==> config.mk <==
export PLATFORM = sky130hd
export DESIGN_NAME = floor_request_scheduler
export DESIGN_NICKNAME = d
export VERILOG_FILES = /design/src/rtl/elevator_pkg.sv /design/src/rtl/call_debounce.sv /design/src/rtl/floor_request_scheduler.sv
export SDC_FILE = /design/constraint.sdc
export NUM_CORES = 1
export LEC_CHECK = 0
export CAP_MARGIN = 10
export CORE_ASPECT_RATIO = 2
export CORE_MARGIN = 8
export CORE_UTILIZATION = 52
export DETAILED_ROUTE_END_ITERATION = 16
export HOLD_SLACK_MARGIN = 0.08
export PLACE_DENSITY = 0.77
export SKIP_CTS_REPAIR_TIMING = 1
export SLEW_MARGIN = 20
export SYNTH_ARGS = -nofsm -noshare
export SYNTH_HDL_FRONTEND = slang
export SYNTH_HIERARCHICAL = 1
export SYNTH_SLANG_ARGS = --single-unit
==> constraint.sdc <==
create_clock -name clk -period 5.15 [get_ports clk]
set_clock_uncertainty 0.05 [all_clocks]
set_input_delay 1.2875 -clock clk [delete_from_list [all_inputs] [get_ports clk]]
set_output_delay 1.2875 -clock clk [all_outputs]
set_load 0.02 [all_outputs]
==> src/rtl/elevator_pkg.sv <==
// Shared elevator constants, scheduler state encoding and a floor-to-one-hot helper.
package elevator_pkg;
  localparam int NUM_FLOORS = 4;
  localparam int FLOOR_W    = 2;

  typedef enum logic [2:0] {
    IDLE       = 3'd0,
    SERVE_UP   = 3'd1,
    SERVE_DOWN = 3'd2,
    DWELL      = 3'd3,
    EMERG      = 3'd4
  } sched_state_t;

  function automatic logic [NUM_FLOORS-1:0] floor_onehot(input logic [FLOOR_W-1:0] f);
    logic [NUM_FLOORS-1:0] oh;
    oh    = '0;
    oh[f] = 1'b1;
    return oh;
  endfunction
endpackage

==> src/rtl/call_debounce.sv <==
// One call-button bit: 2-flop synchronizer, then the level only changes after three
// consecutive agreeing samples.
module call_debounce (
  input  logic clk,
  input  logic rst,
  input  logic btn_raw,
  output logic btn_clean
);
  logic sync1_q, sync1_d;
  logic sync2_q, sync2_d;
  logic samp1_q, samp1_d;
  logic samp2_q, samp2_d;
  logic held_q,  held_d;

  always_comb begin
    sync1_d = btn_raw;
    sync2_d = sync1_q;
    samp1_d = sync2_q;
    samp2_d = samp1_q;
    held_d  = held_q;
    if (sync2_q && samp1_q && samp2_q)
      held_d = 1'b1;
    else if (!sync2_q && !samp1_q && !samp2_q)
      held_d = 1'b0;
  end

  // Clean level is taken combinationally so the filter adds four cycles, not five.
  assign btn_clean = held_d;

  always_ff @(posedge clk or posedge rst) begin
    if (rst) begin
      sync1_q <= 1'b0;
      sync2_q <= 1'b0;
      samp1_q <= 1'b0;
      samp2_q <= 1'b0;
      held_q  <= 1'b0;
    end else begin
      sync1_q <= sync1_d;
      sync2_q <= sync2_d;
      samp1_q <= samp1_d;
      samp2_q <= samp2_d;
      held_q  <= held_d;
    end
  end
endmodule

==> src/rtl/floor_request_scheduler.sv <==
// Latches call buttons and steers the car with a collective up/down sweep and a timed dwell.
// Define FLOOR_SCHED_DEBOUNCE_EN to put call_debounce in front of the button edge detector.
module floor_request_scheduler
  import elevator_pkg::*;
#(
  parameter int DWELL_CYCLES = 4
) (
  input  logic                  clk,
  input  logic                  reset,
  input  logic [NUM_FLOORS-1:0] call_btn,
  input  logic                  emergency_stop,
  input  logic [FLOOR_W-1:0]    current_floor,
  input  logic                  motor_stop,
  output logic [NUM_FLOORS-1:0] floor_req,
  output logic                  door_open,
  output logic [NUM_FLOORS-1:0] pending,
  output logic                  dir_up,
  output logic [2:0]            state_dbg
);
  localparam logic [3:0] DWELL_LOAD = 4'(DWELL_CYCLES - 1);

  logic [NUM_FLOORS-1:0] btn_lvl;

`ifdef FLOOR_SCHED_DEBOUNCE_EN
  for (genvar gi = 0; gi < NUM_FLOORS; gi++) begin : g_deb
    call_debounce u_call_debounce (
      .clk       (clk),
      .rst       (reset),
      .btn_raw   (call_btn[gi]),
      .btn_clean (btn_lvl[gi])
    );
  end
`else
  assign btn_lvl = call_btn;
`endif

  sched_state_t          state_q,     state_d;
  logic [NUM_FLOORS-1:0] btn_hist_q,  btn_hist_d;
  logic [NUM_FLOORS-1:0] pending_q,   pending_d;
  logic [FLOOR_W-1:0]    target_q,    target_d;
  logic                  last_up_q,   last_up_d;
  logic [3:0]            dwell_cnt_q, dwell_cnt_d;
  logic [NUM_FLOORS-1:0] floor_req_q, floor_req_d;
  logic                  door_open_q, door_open_d;
  logic                  dir_up_q,    dir_up_d;

  logic                  up_hit, dn_hit, here_hit;
  logic [FLOOR_W-1:0]    up_tgt, dn_tgt;
  logic [NUM_FLOORS-1:0] clear_mask;

  // Descending scan leaves the lowest floor above; ascending scan leaves the highest below.
  always_comb begin
    up_hit = 1'b0;
    up_tgt = '0;
    dn_hit = 1'b0;
    dn_tgt = '0;
    for (int i = NUM_FLOORS - 1; i >= 0; i--) begin
      if (pending_q[i] && (i > int'(current_floor))) begin
        up_hit = 1'b1;
        up_tgt = FLOOR_W'(i);
      end
    end
    for (int i = 0; i < NUM_FLOORS; i++) begin
      if (pending_q[i] && (i < int'(current_floor))) begin
        dn_hit = 1'b1;
        dn_tgt = FLOOR_W'(i);
      end
    end
    here_hit = pending_q[current_floor];
  end

  always_comb begin
    state_d     = state_q;
    target_d    = target_q;
    last_up_d   = last_up_q;
    dwell_cnt_d = dwell_cnt_q;
    if (emergency_stop) begin
      state_d = EMERG;
    end else begin
      case (state_q)
        IDLE: begin
          if (here_hit) begin
            state_d = DWELL;
          end else if (up_hit) begin
            state_d   = SERVE_UP;
            target_d  = up_tgt;
            last_up_d = 1'b1;
          end else if (dn_hit) begin
            state_d   = SERVE_DOWN;
            target_d  = dn_tgt;
            last_up_d = 1'b0;
          end
        end
        SERVE_UP: begin
          // Once level with the target, hold it until the controller reports a stop.
          if (current_floor == target_q) begin
            if (motor_stop) state_d = DWELL;
          end else if (up_hit) begin
            target_d = up_tgt;
          end else begin
            state_d = IDLE;
          end
        end
        SERVE_DOWN: begin
          if (current_floor == target_q) begin
            if (motor_stop) state_d = DWELL;
          end else if (dn_hit) begin
            target_d = dn_tgt;
          end else begin
            state_d = IDLE;
          end
        end
        DWELL: begin
          if (dwell_cnt_q != 4'd0) begin
            dwell_cnt_d = dwell_cnt_q - 4'd1;
          end else if ((last_up_q && up_hit) || (!last_up_q && !dn_hit && up_hit)) begin
            state_d   = SERVE_UP;
            target_d  = up_tgt;
            last_up_d = 1'b1;
          end else if (dn_hit) begin
            state_d   = SERVE_DOWN;
            target_d  = dn_tgt;
            last_up_d = 1'b0;
          end else begin
            state_d = IDLE;
          end
        end
        EMERG:   state_d = IDLE;
        default: state_d = IDLE;
      endcase
    end
    if ((state_d == DWELL) && (state_q != DWELL))
      dwell_cnt_d = DWELL_LOAD;
  end

  // While the door is (or is about to be) open here, a press at this floor is already served.
  always_comb begin
    clear_mask  = (state_d == DWELL) ? floor_onehot(current_floor) : '0;
    btn_hist_d  = btn_lvl;
    pending_d   = (pending_q | (btn_lvl & ~btn_hist_q)) & ~clear_mask;
    floor_req_d = '0;
    if ((state_d == SERVE_UP) || (state_d == SERVE_DOWN))
      floor_req_d = floor_onehot(target_d);
    door_open_d = (state_d == DWELL);
    dir_up_d    = (state_d == SERVE_UP);
  end

  always_ff @(posedge clk or posedge reset) begin
    if (reset) begin
      state_q     <= IDLE;
      btn_hist_q  <= '0;
      pending_q   <= '0;
      target_q    <= '0;
      last_up_q   <= 1'b1;
      dwell_cnt_q <= 4'd0;
      floor_req_q <= '0;
      door_open_q <= 1'b0;
      dir_up_q    <= 1'b0;
    end else begin
      state_q     <= state_d;
      btn_hist_q  <= btn_hist_d;
      pending_q   <= pending_d;
      target_q    <= target_d;
      last_up_q   <= last_up_d;
      dwell_cnt_q <= dwell_cnt_d;
      floor_req_q <= floor_req_d;
      door_open_q <= door_open_d;
      dir_up_q    <= dir_up_d;
    end
  end

  assign floor_req = floor_req_q;
  assign door_open = door_open_q;
  assign pending   = pending_q;
  assign dir_up    = dir_up_q;
  assign state_dbg = state_q;
endmodule

==> results of run 1 <==
-- stage by stage --
stage | power [mW] | utilization (%) | worst slack, ns
2_1_floorplan | 0.413 | - | 1.85
3_3_place_gp | 0.471 | 60.0 | 0.944
3_5_place_dp | 0.474 | 60.0 | 0.882
4_1_cts | 0.641 | 62.5 | 1.15
5_1_grt | 0.673 | 62.5 | 0.968
6_report | 0.640 | 62.5 | 1.15
-- how the worst max path moves through the flow --
stage / start / endpoint / slack (ns) / cells after the start
CTS: current_floor[1] / dwell_cnt_q[1]$_DFFE_PP0P_ / 1.15 / 8
global route: current_floor[1] / dwell_cnt_q[1]$_DFFE_PP0P_ / 0.97 / 8
global placement: current_floor[1] / dwell_cnt_q[1]$_DFFE_PP0P_ / 0.94 / 8
finish: current_floor[1] / dwell_cnt_q[1]$_DFFE_PP0P_ / 1.15 / 8
floorplan: current_floor[1] / dwell_cnt_q[1]$_DFFE_PP0P_ / 1.85 / 9
detailed placement: current_floor[1] / dwell_cnt_q[1]$_DFFE_PP0P_ / 0.88 / 8
-- state kept, by name, indices dropped and copies added, names as in the netlist --
signal,flops
state_dbg,3
dwell_cnt_q,4
dir_up,1
last_up_q,1
btn_hist_q,4
target_q,2
pending,4
door_open,1
floor_req,4
-- synth_stat cells (3+ instances only) --
| cell type | count |
|---|---|
| a211oi_1 | 3 |
| a21o_1 | 3 |
| a21oi_1 | 12 |
| a31oi_1 | 3 |
| buf_6 | 3 |
| clkbuf_1 | 6 |
| dfrtp_1 | 23 |
| inv_1 | 10 |
| nand2_1 | 9 |
| nand2b_1 | 5 |
| nor2_1 | 12 |
| nor2b_1 | 3 |
| nor3_1 | 8 |
| o21ai_0 | 10 |
| o21ai_1 | 3 |
| o31ai_1 | 4 |
| or2_2 | 3 |
-- layout make-up --
cell class                 count  area (sq um)
multi-input combinational    120           820
tap                           30          37.5
inverter                      12          45.0
clock buffer                   3          41.3
fill                         253          1080
sequential                    24           602
timing repair buffer          22           220
clock inverter                 1          30.0
-- power by group through the flow --
stage	combinational [mW]	clock, mW	sequential [mW]
floorplan	0.158	0	0.255
finish	0.218	0.164	0.258
global route	0.236	0.174	0.262
global placement	0.211	0	0.260
detailed placement	0.215	0	0.260
CTS	0.218	0.166	0.257
-- worst max-delay path: stages --
cell and delay, ns:
clkdlybuf4s50_1 0.88, a21oi_1 0.20, o21ai_1 0.30, a21boi_1 0.10, o32a_1 0.46, or3_4 0.45, inv_2 0.11, mux2_1 0.32
-- routing by layer --
| layer | up-vias | global-route usage (%) | part of all wire, % |
|---|---|---|---|
| met4 | 0 | 7.44 | 3.0 |
| met3 | 14 | 3.21 | 4.8 |
| met5 | - | 0 | 0 |
| met2 | 48 | 24.6 | 49 |
| li1 | 640 | - | - |
| met1 | 632 | 21.3 | 43 |
-- cells by family after synthesis --
kind of cell	count (synthesis)	share of synthesized area [%]
AOI/OAI and AO/OA	57	26.8
xor gates and xnor gates	4	2.78
adders and majority gates	1	0.818
buffers and inverters	22	7.11
DFF	24	39.3
muxes	2	2.21
and+or+nand+nor	56	20.9
==> results.ini, run 1 <==
[worst_hold_path]
hp-class = flop to flop
hold_end = dwell_cnt_q[1]$_DFFE_PP0P_
min_from = dwell_cnt_q[1]$_DFFE_PP0P_
holdPathStages = 1

[final_layout]
area_growth_syn_to_layout_pct = 17.3
stdcell_count = 212
layout_commonest_cell = dfrtp_1
drive_above_1_share_pct = 12.1
final_area_sq_um = 1800
mostFrequentLayoutCells = dfrtp_1, clkdlybuf4s50_1, a21oi_1, nor2_1
nets = 194
n_antenna_cell = 0

[pwr]
power_frac_seq_pct = 40.4
intPower_mw = 0.416
switching_share_pct = 34.9
power.leakage_nw = 0.716
pwr_density_cell_nw_per_um2 = 356
power.switching_mw = 0.223
pwr-share-clk_pct = 25.6
p_comb_share_pct = 34.0
ir_drop_mv = 0.235

[synth]
async_flop_share_pct = 100
synth_edf_count = 0
syn_area_sq_um = 1530
synth_area_leaders = dfrtp_1, a21oi_1, o21ai_0, nor2_1, nor3_1
ys_types = 53
synthFlopType = dfrtp_1
postSynthCellCount = 166
ys_warn_count = 6
synth_top_area_share_pct = 37.6
synth.ff_latch_count = 24
ys_seq_area_share_pct = 39.3
syn_nets = 177
syn_avg_cell_area_sq_um = 9.22
synth_top_area_cell = dfrtp_1

[cts]
cts_tree = done
htreeDepth = 1
clockBufferDepth = 2
root_buffer = clkbuf_8
cts_sinks = 24
insertion_delay_ns = 0.27
clkTransAtPathRegs_ns = 0.09
numCtsBuffers = 3

[drt]
vias_per_cell = 6.29
final_antenna_net_count = 0
first_pass_iters = 4
vias = 1334
detail_route.wirelength_um = 3780
dr.first_iter.drc_count = 72
drc = 0
post_drt_wl_per_cell_um = 17.8

[place]
place.gp.congestion = 0.880
placed_cell_area_sq_um = 1720
dp_hpwl_um = 2810
dpl.cell_count = 208
port_buffers = 22

[timing]
relSlewSlack_pct = 41.3
fin_crit_sh_pct = 77.8
holdWs_ns = 0.493
worst_pin_slew_ns = 0.880
tns_ns = 0
finalMaxSlewViolations = 0
max_freq_ghz = 0.250
rsz0062_at_grt = no
fin_crit_ns = 4.00
hold_viol_final = 0
setup_viol = 0

[die]
die_x_um = 54.4
die_h_um = 92.7
core_sq_um = 2870
start_util_pct = 53.3
rows = 28
dieArea_sq_um = 5040
ios = 23

[setup_path]
ff2ff_path_depth = 10
required_ns = 5.26
crit_type = input pin to flop
r2r-start = dwell_cnt_q[0]$_DFFE_PP0P_
crit_arrival_ns = 4.11
end_kind = flop
reg2reg_slack_ns = 2.42
timing.rr.end = dwell_cnt_q[1]$_DFFE_PP0P_
cp_max_fo = 20
startpoint_type = input pin

[grt]
grt_pass1_vias = 1344
grt_util_all_layers_pct = 16.3
antenna_found_initial = 0
gr-total-overflow = 0
grt_max_degree = 25
grt_pass1_wl_um = 6400

[run_status]
outcome = finished, final reports clean

[run]
max_cap_viol_count = 0

(Power assumes the default switching activity.)
==> inputs of run 2 (changes only) <==
--- a/config.mk
+++ b/config.mk
@@ -8,10 +8,10 @@
 export CAP_MARGIN = 10
 export CORE_ASPECT_RATIO = 2
 export CORE_MARGIN = 8
-export CORE_UTILIZATION = 52
+export CORE_UTILIZATION = 48
 export DETAILED_ROUTE_END_ITERATION = 16
 export HOLD_SLACK_MARGIN = 0.08
-export PLACE_DENSITY = 0.77
+export PLACE_DENSITY = 0.75
 export SKIP_CTS_REPAIR_TIMING = 1
 export SLEW_MARGIN = 20
 export SYNTH_ARGS = -nofsm -noshare
==> constraint.sdc (replaced) <==
create_clock -name clk -period 3.3 [get_ports clk]
set_clock_uncertainty 0.05 [all_clocks]
set_input_delay 0.825 -clock clk [delete_from_list [all_inputs] [get_ports clk]]
set_output_delay 0.825 -clock clk [all_outputs]
set_load 0.02 [all_outputs]
==> run 2 against run 1 <==
  * Count of clock-buffer cells in the layout unchanged
  * Non-clock buffer count is 15 higher
  * Sequential cell count unchanged
  * Largest cell class unchanged
  * Via count up 9.7%
  * Sequential power up 55%
  * Combinational power rose by 75%
  * Sequential share of layout area decreased by 2.0 points
  * Critical path type unchanged
  * Cell count up 7.5%
  * Critical endpoint unchanged
  * Clock power increased by 58%
  * Register-to-register slack got worse by 1.8 ns
  * Wire length grew 17%
  * Hold slack lost 0.019 ns
==> results.ini, run 2 (same netlist as run 1, synthesis figures left out) <==
[run_status]
outcome = finished, final reports clean

[setup_path]
end_kind = flop
crit_arrival_ns = 3.27  ; -0.84 ns
cp_max_fo = 13  ; -35%
startpoint_type = input pin
required_ns = 3.41  ; -1.85 ns
crit_type = input pin to flop
cpMostUsedCell = buf_4
slowest_stage = or3_4
slowest_delay_ns = 0.42  ; -0.46 ns
path_cells = clkdlybuf4s50_1, buf_4, xnor2_1, and2_4, nand2_2, a211oi_1, buf_4, a221oi_4, or3_4, inv_2, mux2_1

[timing]
max_freq_ghz = 0.317
worst_slack_ns = 0.144  ; -1.00 ns
hold_viol_final = 0  ; unchanged
relSlewSlack_pct = 39.3  ; -1.9 points
fin_crit_ns = 3.16
fin_crit_sh_pct = 95.6
setup_viol = 0  ; unchanged
worst_pin_slew_ns = 0.909  ; +0.0286 ns
rsz0062_at_grt = no
finalMaxSlewViolations = 0  ; unchanged

[drt]
first_pass_iters = 4  ; unchanged
vias = 1464  ; +9.7%
dr.first_iter.drc_count = 46  ; -36%
vias_per_cell = 6.42  ; +2.0%
detail_route.wirelength_um = 4430  ; +17%
post_drt_wl_per_cell_um = 19.4  ; +8.9%
drc = 0  ; unchanged
final_antenna_net_count = 0  ; unchanged

[die]
start_util_pct = 49.0  ; -4.2 points
die_h_um = 95.9  ; +3.4%
rows = 29  ; +3.6%
ios = 23  ; unchanged
dieArea_sq_um = 5360  ; +6.4%
die_x_um = 55.9  ; +2.9%
core_sq_um = 3120  ; +8.6%

[final_layout]
area_growth_syn_to_layout_pct = 24.8
stdcell_count = 228  ; +7.5%
final_area_sq_um = 1910  ; +6.3%
drive_above_1_share_pct = 18.8  ; +6.7 points
fillers = 267  ; +5.5%
nets = 209  ; +7.7%
mostFrequentLayoutCells = dfrtp_1, clkdlybuf4s50_1, buf_4
layout_commonest_cell = dfrtp_1
n_antenna_cell = 0  ; unchanged

[cts]
cts_sinks = 24  ; unchanged
clockBufferDepth = 2  ; unchanged
numCtsBuffers = 3  ; unchanged
root_buffer = clkbuf_8
insertion_delay_ns = 0.27  ; about the same
htreeDepth = 1  ; unchanged
clkTransAtPathRegs_ns = 0.09  ; about the same
cts_tree = done

[pwr]
pwr-share-clk_pct = 24.9  ; -0.7 points
pwr_density_cell_nw_per_um2 = 546  ; +53%
power_mw = 1.04  ; +63%
power.leakage_nw = 0.789  ; +10%
intPower_mw = 0.681  ; +64%
power.switching_mw = 0.361  ; +62%
p_comb_share_pct = 36.6  ; +2.6 points
switching_share_pct = 34.6  ; -0.28 points
power_frac_seq_pct = 38.5  ; -1.9 points
ir_drop_mv = 0.556  ; +140%

[place]
port_buffers = 22  ; unchanged
place.gp.congestion = 0.981  ; +12%
placed_cell_area_sq_um = 1840  ; +6.6%
post-place-ws_ns = -0.105  ; -0.987 ns
dp_hpwl_um = 3410  ; +21%
dpl.cell_count = 224  ; +7.7%

[grt]
grt_max_degree = 25  ; unchanged
gr-total-overflow = 0  ; unchanged
grt_pass1_vias = 1597  ; +19%
grt_util_all_layers_pct = 17.0  ; +0.70 points
antenna_found_initial = 0  ; unchanged
grt_pass1_wl_um = 7450  ; +16%

[run]
max_cap_viol_count = 0  ; unchanged

[worst_hold_path]
hp-class = flop to flop

==> run 2: changes by cell type in the layout (fill, tap and decap cells not counted), sizes merged <==
cell	previous run	this run
buf	0	15
==> run 2: worst paths after layout <==
check | from | to | slack, ns | depth (start not counted)
worst max-delay path | current_floor[1] | dwell_cnt_q[1]$_DFFE_PP0P_ | 0.14 | 11
worst min-delay path | dwell_cnt_q[0]$_DFFE_PP0P_ | dwell_cnt_q[0]$_DFFE_PP0P_ | 0.47 | 1
worst max register to register | dwell_cnt_q[0]$_DFFE_PP0P_ | floor_req[2]$_DFF_PP0_ | 0.66 | 7
worst min register to register | dwell_cnt_q[0]$_DFFE_PP0P_ | dwell_cnt_q[0]$_DFFE_PP0P_ | 0.47 | 1
max in group asynchronous | reset | floor_req[0]$_DFF_PP0_ | 1.65 | 2
min in group asynchronous | reset | btn_hist_q[0]$_DFF_PP0_ | 0.99 | 2
==> run 2: final cells by class <==
| type | count | area (sq um) | share of cell area, % |
|---|---|---|---|
| Multi-Input combinational cell | 120 | 820 | 42.9 |
| Sequential cell | 24 | 602 | 31.5 |
| Timing Repair Buffer | 37 | 333 | 17.4 |
| Inverter | 12 | 45.0 | 2.36 |
| Clock buffer | 3 | 41.3 | 2.16 |
| Tap cell | 31 | 38.8 | 2.03 |
| Clock inverter | 1 | 30.0 | 1.57 |
==> run 2: critical path: cells and delay by family <==
kind            cells  cell delay [ns]
buf+inv             4             0.83
simple gates        3             0.70
compound gates      2             0.33
mux                 1             0.32
xor+xnor            1             0.24
==> run 2: per-stage QoR <==
| stage | TNS (ns) | util [%] | hold slack, ns |
|---|---|---|---|
| global placement | 0 | 58.9 | 0.453 |
| finish | 0 | 61.2 | 0.474 |
| floorplan | 0 | - | 0.430 |
| detailed placement | -0.291 | 58.9 | 0.456 |
| CTS | 0 | 61.2 | 0.477 |
| global route | 0 | 61.2 | 0.513 |
==> run 2: layer usage <==
metal | up-vias | global-route usage [%] | wire length [um]
met4 | 0 | 12.1 | 221
li1 | 671 | - | -
met5 | - | 0 | 0
met2 | 62 | 32.1 | 2440
met3 | 25 | 3.17 | 166
met1 | 706 | 15.8 | 1600
==> run 2: power by group through the flow <==
stage	registers (mW)	clock network, mW	logic, mW
floorplan	0.398	0	0.246
global placement	0.402	0	0.363
CTS	0.399	0.264	0.378
finish	0.401	0.259	0.382
detailed placement	0.405	0	0.376
global route	0.408	0.273	0.417
